[src/rtl/tl_rx_vc_hdr_fetch_pkg.sv]
// TL RX virtual-channel header fetch: shared types and DW0 field layout.
// Imported by the fetch stage and its credit calculator.
package tl_rx_vc_hdr_fetch_pkg;

  typedef enum logic {
    ST_EMPTY  = 1'b0,
    ST_LOADED = 1'b1
  } fetch_state_e;

  localparam int FMT_HAS_DATA_BIT = 30;
  localparam int LENGTH_MSB       = 9;
  localparam int LENGTH_W         = LENGTH_MSB + 1;
  localparam int CR_W             = 9;

endpackage

[src/rtl/tl_rx_vc_hdr_fetch_cr_calc.sv]
// Data credit count for one TLP header.
// One credit per 4 DW, rounded up; length 0 encodes 1024 DW.
module tl_rx_vc_cr_calc
  import tl_rx_vc_hdr_fetch_pkg::*;
(
  input  logic [LENGTH_W-1:0] i_length,
  input  logic                i_has_data,
  output logic [CR_W-1:0]     o_credits
);

  logic [LENGTH_W:0] len_dw;
  logic [LENGTH_W:0] len_rnd;

  // expand the length field, round up to whole credits
  always_comb begin
    len_dw    = {1'b0, i_length};
    if (i_length == '0)
      len_dw  = {1'b1, {LENGTH_W{1'b0}}};
    len_rnd   = len_dw + (LENGTH_W+1)'(3);
    o_credits = '0;
    if (i_has_data)
      o_credits = len_rnd[LENGTH_W:2];
  end

endmodule

[src/rtl/tl_rx_vc_hdr_fetch.sv]
// TL RX header fetch stage: pulls headers from the VC header buffer
// into an output register and releases header/data credits.
module tl_rx_vc_hdr_fetch
  import tl_rx_vc_hdr_fetch_pkg::*;
#(
  parameter int DW             = 32,
  parameter int HDR_FIELD_SIZE = 8,
  parameter int BUFFER_WIDTH   = 4*DW
)(
  input  logic                      i_clk,
  input  logic                      i_rst,
  input  logic [HDR_FIELD_SIZE-1:0] i_w_hdr_ptr,
  input  logic [HDR_FIELD_SIZE-1:0] i_r_hdr_ptr,
  input  logic [BUFFER_WIDTH-1:0]   i_r_tlp_hdr,
  output logic                      o_r_hdr_inc,
  output logic                      o_hdr_valid,
  input  logic                      i_hdr_ready,
  output logic [BUFFER_WIDTH-1:0]   o_hdr,
  output logic                      o_hdr_has_data,
  output logic [LENGTH_W-1:0]       o_hdr_length,
  output logic                      o_cr_hdr_rel,
  output logic [CR_W-1:0]           o_cr_data_rel,
  output logic [HDR_FIELD_SIZE-1:0] o_hdr_count,
  output logic                      o_ptr_err
);

  localparam logic [HDR_FIELD_SIZE-1:0] DEPTH =
    {1'b1, {(HDR_FIELD_SIZE-1){1'b0}}};
  localparam int DW0_LSB = BUFFER_WIDTH - DW;

  fetch_state_e state_q, state_d;
  logic [BUFFER_WIDTH-1:0]   hdr_q, hdr_d;
  logic                      cr_hdr_rel_q, cr_hdr_rel_d;
  logic [CR_W-1:0]           cr_data_rel_q, cr_data_rel_d;
  logic                      ptr_err_q, ptr_err_d;
  logic [HDR_FIELD_SIZE-1:0] hdr_count;
  logic                      buf_empty;
  logic                      hs;
  logic                      r_hdr_inc;
  logic [CR_W-1:0]           hdr_credits;

  assign hdr_count = i_w_hdr_ptr - i_r_hdr_ptr;
  assign buf_empty = (i_w_hdr_ptr == i_r_hdr_ptr);
  assign hs        = (state_q == ST_LOADED) && i_hdr_ready;

  tl_rx_vc_cr_calc u_cr_calc (
    .i_length   (hdr_q[DW0_LSB +: LENGTH_W]),
    .i_has_data (hdr_q[DW0_LSB + FMT_HAS_DATA_BIT]),
    .o_credits  (hdr_credits)
  );

  // fetch FSM: load on free register or on handshake with more queued
  always_comb begin
    state_d   = state_q;
    hdr_d     = hdr_q;
    r_hdr_inc = 1'b0;
    unique case (state_q)
      ST_EMPTY: begin
        if (!buf_empty) begin
          hdr_d     = i_r_tlp_hdr;
          r_hdr_inc = 1'b1;
          state_d   = ST_LOADED;
        end
      end
      ST_LOADED: begin
        if (hs) begin
          if (!buf_empty) begin
            hdr_d     = i_r_tlp_hdr;
            r_hdr_inc = 1'b1;
          end else begin
            state_d   = ST_EMPTY;
          end
        end
      end
    endcase
    if (i_rst)
      r_hdr_inc = 1'b0;
  end

  // credits of the header handed off this cycle; sticky pointer check
  always_comb begin
    cr_hdr_rel_d  = hs;
    cr_data_rel_d = '0;
    if (hs)
      cr_data_rel_d = hdr_credits;
    ptr_err_d     = ptr_err_q | (hdr_count > DEPTH);
  end

  // state and output registers
  always_ff @(posedge i_clk) begin
    if (i_rst) begin
      state_q       <= ST_EMPTY;
      hdr_q         <= '0;
      cr_hdr_rel_q  <= 1'b0;
      cr_data_rel_q <= '0;
      ptr_err_q     <= 1'b0;
    end else begin
      state_q       <= state_d;
      hdr_q         <= hdr_d;
      cr_hdr_rel_q  <= cr_hdr_rel_d;
      cr_data_rel_q <= cr_data_rel_d;
      ptr_err_q     <= ptr_err_d;
    end
  end

  assign o_r_hdr_inc    = r_hdr_inc;
  assign o_hdr_valid    = (state_q == ST_LOADED);
  assign o_hdr          = hdr_q;
  assign o_hdr_has_data = hdr_q[DW0_LSB + FMT_HAS_DATA_BIT];
  assign o_hdr_length   = hdr_q[DW0_LSB +: LENGTH_W];
  assign o_cr_hdr_rel   = cr_hdr_rel_q;
  assign o_cr_data_rel  = cr_data_rel_q;
  assign o_hdr_count    = hdr_count;
  assign o_ptr_err      = ptr_err_q;

endmodule
[config.mk]
export PLATFORM = sky130hd
export DESIGN_NAME = tl_rx_vc_hdr_fetch
export DESIGN_NICKNAME = d
export VERILOG_FILES = /design/src/rtl/tl_rx_vc_hdr_fetch_pkg.sv /design/src/rtl/tl_rx_vc_hdr_fetch_cr_calc.sv /design/src/rtl/tl_rx_vc_hdr_fetch.sv
export SDC_FILE = /design/constraint.sdc
export NUM_CORES = 1
export LEC_CHECK = 0
export BUFFER_PORTS_ARGS = -buffer_cell sky130_fd_sc_hd__buf_2
export CORE_UTILIZATION = 39
export CTS_CLUSTER_SIZE = 10
export DETAILED_ROUTE_END_ITERATION = 6
export PLACE_DENSITY = 0.85
export RECOVER_POWER = 50
export SKIP_CTS_REPAIR_TIMING = 1
export SLEW_MARGIN = 0
export SYNTH_ARGS = -nofsm -noshare
export SYNTH_HDL_FRONTEND = slang
export SYNTH_SLANG_ARGS = --single-unit
[constraint.sdc]
create_clock -name i_clk -period 2.3 [get_ports i_clk]
set_clock_uncertainty 0.1 [all_clocks]
set_input_delay 0.46 -clock i_clk [delete_from_list [all_inputs] [get_ports i_clk]]
set_output_delay 0.46 -clock i_clk [all_outputs]
set_load 0.1 [all_outputs]
======== Yosys cells after proc, flatten, opt, wreduce, memory -nomap -nowiden ========
Cells that the tools add are included.
word-level totals
  output and inout port bits .............. 160
  register bits ........................... 140
  logic and storage cells ................. 27
  input bits .............................. 147
cells by class
  $lt $le $gt $ge ......................... 1
  eq/ne operators ......................... 2
  bitwise logic cells ..................... 4
  reductions and logical operators ........ 3
  muxes and demuxes ....................... 10
  $add $sub $neg .......................... 2
operators by type and width
  kind                     count
  $mux W128                2
  $pmux W128 S2            1
  $add A11 B2 Y11 const B  1
  $mux W11                 1
  $logic_not A10 Y1        1
  $eq A8 B8 Y1             1
  $gt A8 B8 Y1 const B     1
  $sub A8 B8 Y8            1
  $mux W1                  4
  $pmux W1 S2              2
  $not A1 Y1               3
  $reduce_or A3 Y1         1
  $ne A2 B1 Y1 const B     1
  $logic_and A1 B1 Y1      1
  $or A1 B1 Y1             1

======== Logic depth before layout (Yosys ltp) ========
  depth in word-level cells ............... 5
  gate-level depth with buffers ........... 10
  mapped depth without buffers ............ 9

======== By module ========
From an unflattened synthesis, not the netlist that was laid out.
unflattened totals
  cell total of the unflattened synthesis .. 683
  area, all modules ....................... 5536.6 sq um
modules (own cells, without submodules)
  module              times used  sequential area each (sq um)  area each (sq um)  cells an instance
  tl_rx_vc_hdr_fetch  1           2802.7                        5317.6             649
  tl_rx_vc_cr_calc    1           0.0                           219.0              34

======== Worst setup path after synthesis ========
OpenSTA, ideal clock, no wires.
  path kind ............................... input -> register
  start ................................... in i_w_hdr_ptr[0]
  end ..................................... reg ptr_err_q, in the netlist o_ptr_err
  required time ........................... 2.134 ns
  stages on the path ...................... 9
  buffers on the path ..................... 0
  library setup time ...................... 0.066 ns
  path slack .............................. -1.112 ns
  data arrival time ....................... 3.246 ns
  cell sequence ........................... inv_1 ha_1 inv_1 fa_1 a211oi_2 nor2_1 xor2_1 or4_1 o221a_1
on the way
  cells in the longest elaborated chain, start to end .. 3
RTL lines
  item                  line                       source
  start, declared       tl_rx_vc_hdr_fetch.sv:12   input logic [HDR_FIELD_SIZE-1:0] i_w_hdr_ptr,
  $sub A8 B8 Y8         tl_rx_vc_hdr_fetch.sv:42   assign hdr_count = i_w_hdr_ptr - i_r_hdr_ptr;
  net o_hdr_count[4]    tl_rx_vc_hdr_fetch.sv:23   output logic [HDR_FIELD_SIZE-1:0] o_hdr_count,
  $gt A8 B8 Y1          tl_rx_vc_hdr_fetch.sv:86   ptr_err_d = ptr_err_q | (hdr_count > DEPTH);
  $or A1 B1 Y1          tl_rx_vc_hdr_fetch.sv:86
  end signal, assigned  tl_rx_vc_hdr_fetch.sv:102  ptr_err_q <= ptr_err_d;
  end, declared         tl_rx_vc_hdr_fetch.sv:35   logic ptr_err_q, ptr_err_d;
The timed path passes the listed nets, and every way through them passes these cells.
A chain may end at the register's enable or synchronous reset.

======== Final worst setup path ========
  start ................................... in i_w_hdr_ptr[0]
  end ..................................... out o_hdr_count[6]
on the way
  cells in the longest elaborated chain, start to end .. 1
RTL lines
  item           line
  $sub A8 B8 Y8  tl_rx_vc_hdr_fetch.sv:42
  end, declared  tl_rx_vc_hdr_fetch.sv:23
No other way between the ends.

==> qor_table.md <==
| Item | Value |
|---|---|
| Most frequent standard cell in the layout excluding fill and tap cells | nand2_1 |
| Worst EP required | 1.74 ns |
| Cell chosen for the clock root | clkbuf_16 |
| Crit share post-route | 1.19 |
| DRC violation count after routing | 0 |
| Reg-to-reg critical path startpoint | o_hdr_valid |
| Gate count after technology mapping | 670 |
| Result of the run | finished, violations left |
| Nets | 1,132 |
| Relative slew slack | 0.539 |
| Final weighted congestion of routability-driven global placement | 0.895 |
| Final setup violation count | 7 |
| Type of the worst setup path | input pin to output port |
| Fillers | 1,094 |
| X dimension of the die | 119 µm |
| Worst Setup SP | i_w_hdr_ptr[0] |
| Per-cell routed wire length | 13.9 µm |
| Worst vdd ir | 821 µV |
| Global-route wire length before repair | 24,900 µm |
| Endpoints failing hold | 0 |
| Die ar. | 0.0141 mm² |
| Count of nets left with antenna violations after detail routing | 0 |
| Areal power density over the cells | 1000 mW/mm² |
| Total congestion overflow after global routing | 0 |
| Count of routing violations after the opening detailed-route iteration | 339 |
| Sequential area share after synthesis | 0.528 |
| Worst slew pin tran | 0.691 ns |
| Launch point of the worst hold path | i_r_tlp_hdr[75] |
| Summed negative setup slack over all endpoints | -1.35 ns |
| Io pins | 307 |
| Final min period | 2.74 ns |
| Violated checks | negative setup slack |
| Count of warnings emitted by yosys | 0 |
| Fraction of layout cells with a size suffix above 1 | 0.409 |
| Number of max-cap violations | 0 |
| Detailed placement HPWL | 11,300 µm |
| Post-Route WL | 16,200 µm |
| Launching element type of the critical path | input pin |
| Row Count | 42 |
| Total number of H-tree levels | 4 |
| Fmax achieved | 366 MHz |
| Post-synthesis to final-layout area growth | 55.7% |
| Largest fanout on the critical path | 2 |
| Clock Sink Count | 140 |
| Total routing resource utilization after global routing | 0.223 |
| Flip-flop and latch count after synthesis | 140 |
| Count of antenna diodes in the layout | 0 |
| Initial antenna violation count | 0 |
| Maximum number of pins on one net before global-route repair | 71 |
| Post-synth net total | 825 |
| Mapped Area | 0.00530 mm² |
| Number of pins exceeding their max-slew limit in the final report | 0 |
| Number of buffers added by the clock tree synthesis step | 17 |
| Die Y | 119 µm |
| Category of the worst setup path capture point | output port |
| Commonest cells after routing, fill and taps aside | nand2_1 (262), buf_2 (160), dfxtp_1 (140), a21oi_1 (132), clkbuf_2 (130) |
| Vias | 5,655 |
| Via count of the first global-routing pass | 5,306 |
| Hold_ws | 0.178 ns |
| Via density | 4.85 |
| Area of the core region | 0.0132 mm² |
| Clock latency at the later pin of the worst-skew pair | 0.41 ns |
| Smallest setup slack after layout | -0.436 ns |
| Register-to-Register Setup Slack | 0.53 ns |
| RSZ-0062 raised after global routing | yes |
| Initial cell density of the core | 0.401 |
| Clock tree from TritonCTS | yes |
| Distinct cell type count of the synthesized netlist | 36 |
| Router iterations before antenna repair | 5 |
| Maximum root-to-sink buffer count | 2 |
| Clk slew on worst S/H paths | 0.06 ns |
| Number of port buffers | 306 |
| Hold crit path type | input pin to register |
| Syn_area_per_cell | 7.92 µm² |
| Data arrival time at the worst-slack endpoint | 2.18 ns |
| Pwr Total | 0.00830 W |
| P_leak | 4.02 nW |
| Post-Place Worst Slack | -0.492 ns |
| Final core utilization | 0.624 |
per-layer routing:
layer / track usage / share of wire / vias up
li1: - / - / 2765
met1: 0.247 / 0.39 / 2576
met2: 0.390 / 0.51 / 261
met3: 0.0656 / 0.066 / 53
met4: 0.103 / 0.037 / 0
met5: 0 / 0 / -
cell families (layout without fill, tap and decap cells):
family	after synthesis	in the layout	share of synthesized area
xor+xnor	13	13	0.0215
compound gates	145	145	0.143
simple gates	298	298	0.223
buf+inv	65	385	0.0613
flops	140	140	0.528
fa+ha+maj	8	8	0.0203
mux	1	1	0.00189
synth_stat cells, drive strengths merged:
library cell	count	area [µm²]
xor2	10	87.6
and4	1	8.76
ha	7	87.6
a2bb2oi	1	8.76
nand3b	1	11.3
nand2	263	987
xnor2	3	26.3
o21ai	4	20.0
inv	10	37.5
o2111a	1	11.3
a211o	1	8.76
and3	1	6.26
nor3	2	15.0
a21oi	135	679
o21bai	1	7.51
fa	1	20.0
nor2b	2	12.5
o221a	1	11.3
nand3	4	20.0
nor2	14	52.6
nand4	3	25.0
nand2b	2	12.5
nor4	2	12.5
buf	37	220
dfxtp	140	2800
mux2i	1	10.0
or3	1	6.26
clkbuf	18	67.6
a211oi	1	12.5
or4	2	15.0
where the power goes:
group | switching [W] | internal [W] | total, W
combinational | 0.00186 | 0.000573 | 0.00243
sequential | 0.0000934 | 0.00258 | 0.00267
clock | 0.00101 | 0.00218 | 0.00320
total | 0.00296 | 0.00533 | 0.00830
critical path, stage by stage:
cell,delay [ns]
buf_8,0.11
inv_12,0.04
ha_4,0.12
inv_2,0.04
fa_2,0.41
a211oi_4,0.25
o21bai_1,0.13
a21oi_2,0.25
xnor2_4,0.16
buf_12,0.20
state kept, by name, indices dropped and copies added (netlist names):
name	count
o_ptr_err	1
o_cr_hdr_rel	1
o_hdr_valid	1
o_cr_data_rel	9
o_hdr	128
stage by stage:
| stage | std cells | area (µm²) |
|---|---|---|
| final | 1166 | 8260 |
| after CTS | 1158 | 8120 |
| after global placement | 1126 | 7420 |
| after detailed placement | 1126 | 7420 |
| after global routing | 1166 | 8260 |
| after floorplan | 670 | 5540 |
cell type report:
cell class	instances	area, µm²	area share
Multi-Input combinational cell	465	2430	0.294
Tap cell	176	220	0.0267
Inverter	10	67.6	0.00818
Clock inverter	9	205	0.0248
Sequential cell	140	2800	0.339
Timing Repair Buffer	343	2030	0.246
Clock buffer	23	498	0.0603
final timing paths:
check | depth (start not counted) | endpoint
worst max-delay path | 10 | o_hdr_count[6]
worst min-delay path | 3 | o_hdr[75]
worst max register to register | 5 | o_hdr[18]
worst min register to register | 2 | o_hdr[73]
Power figures use the tool's default switching activity.
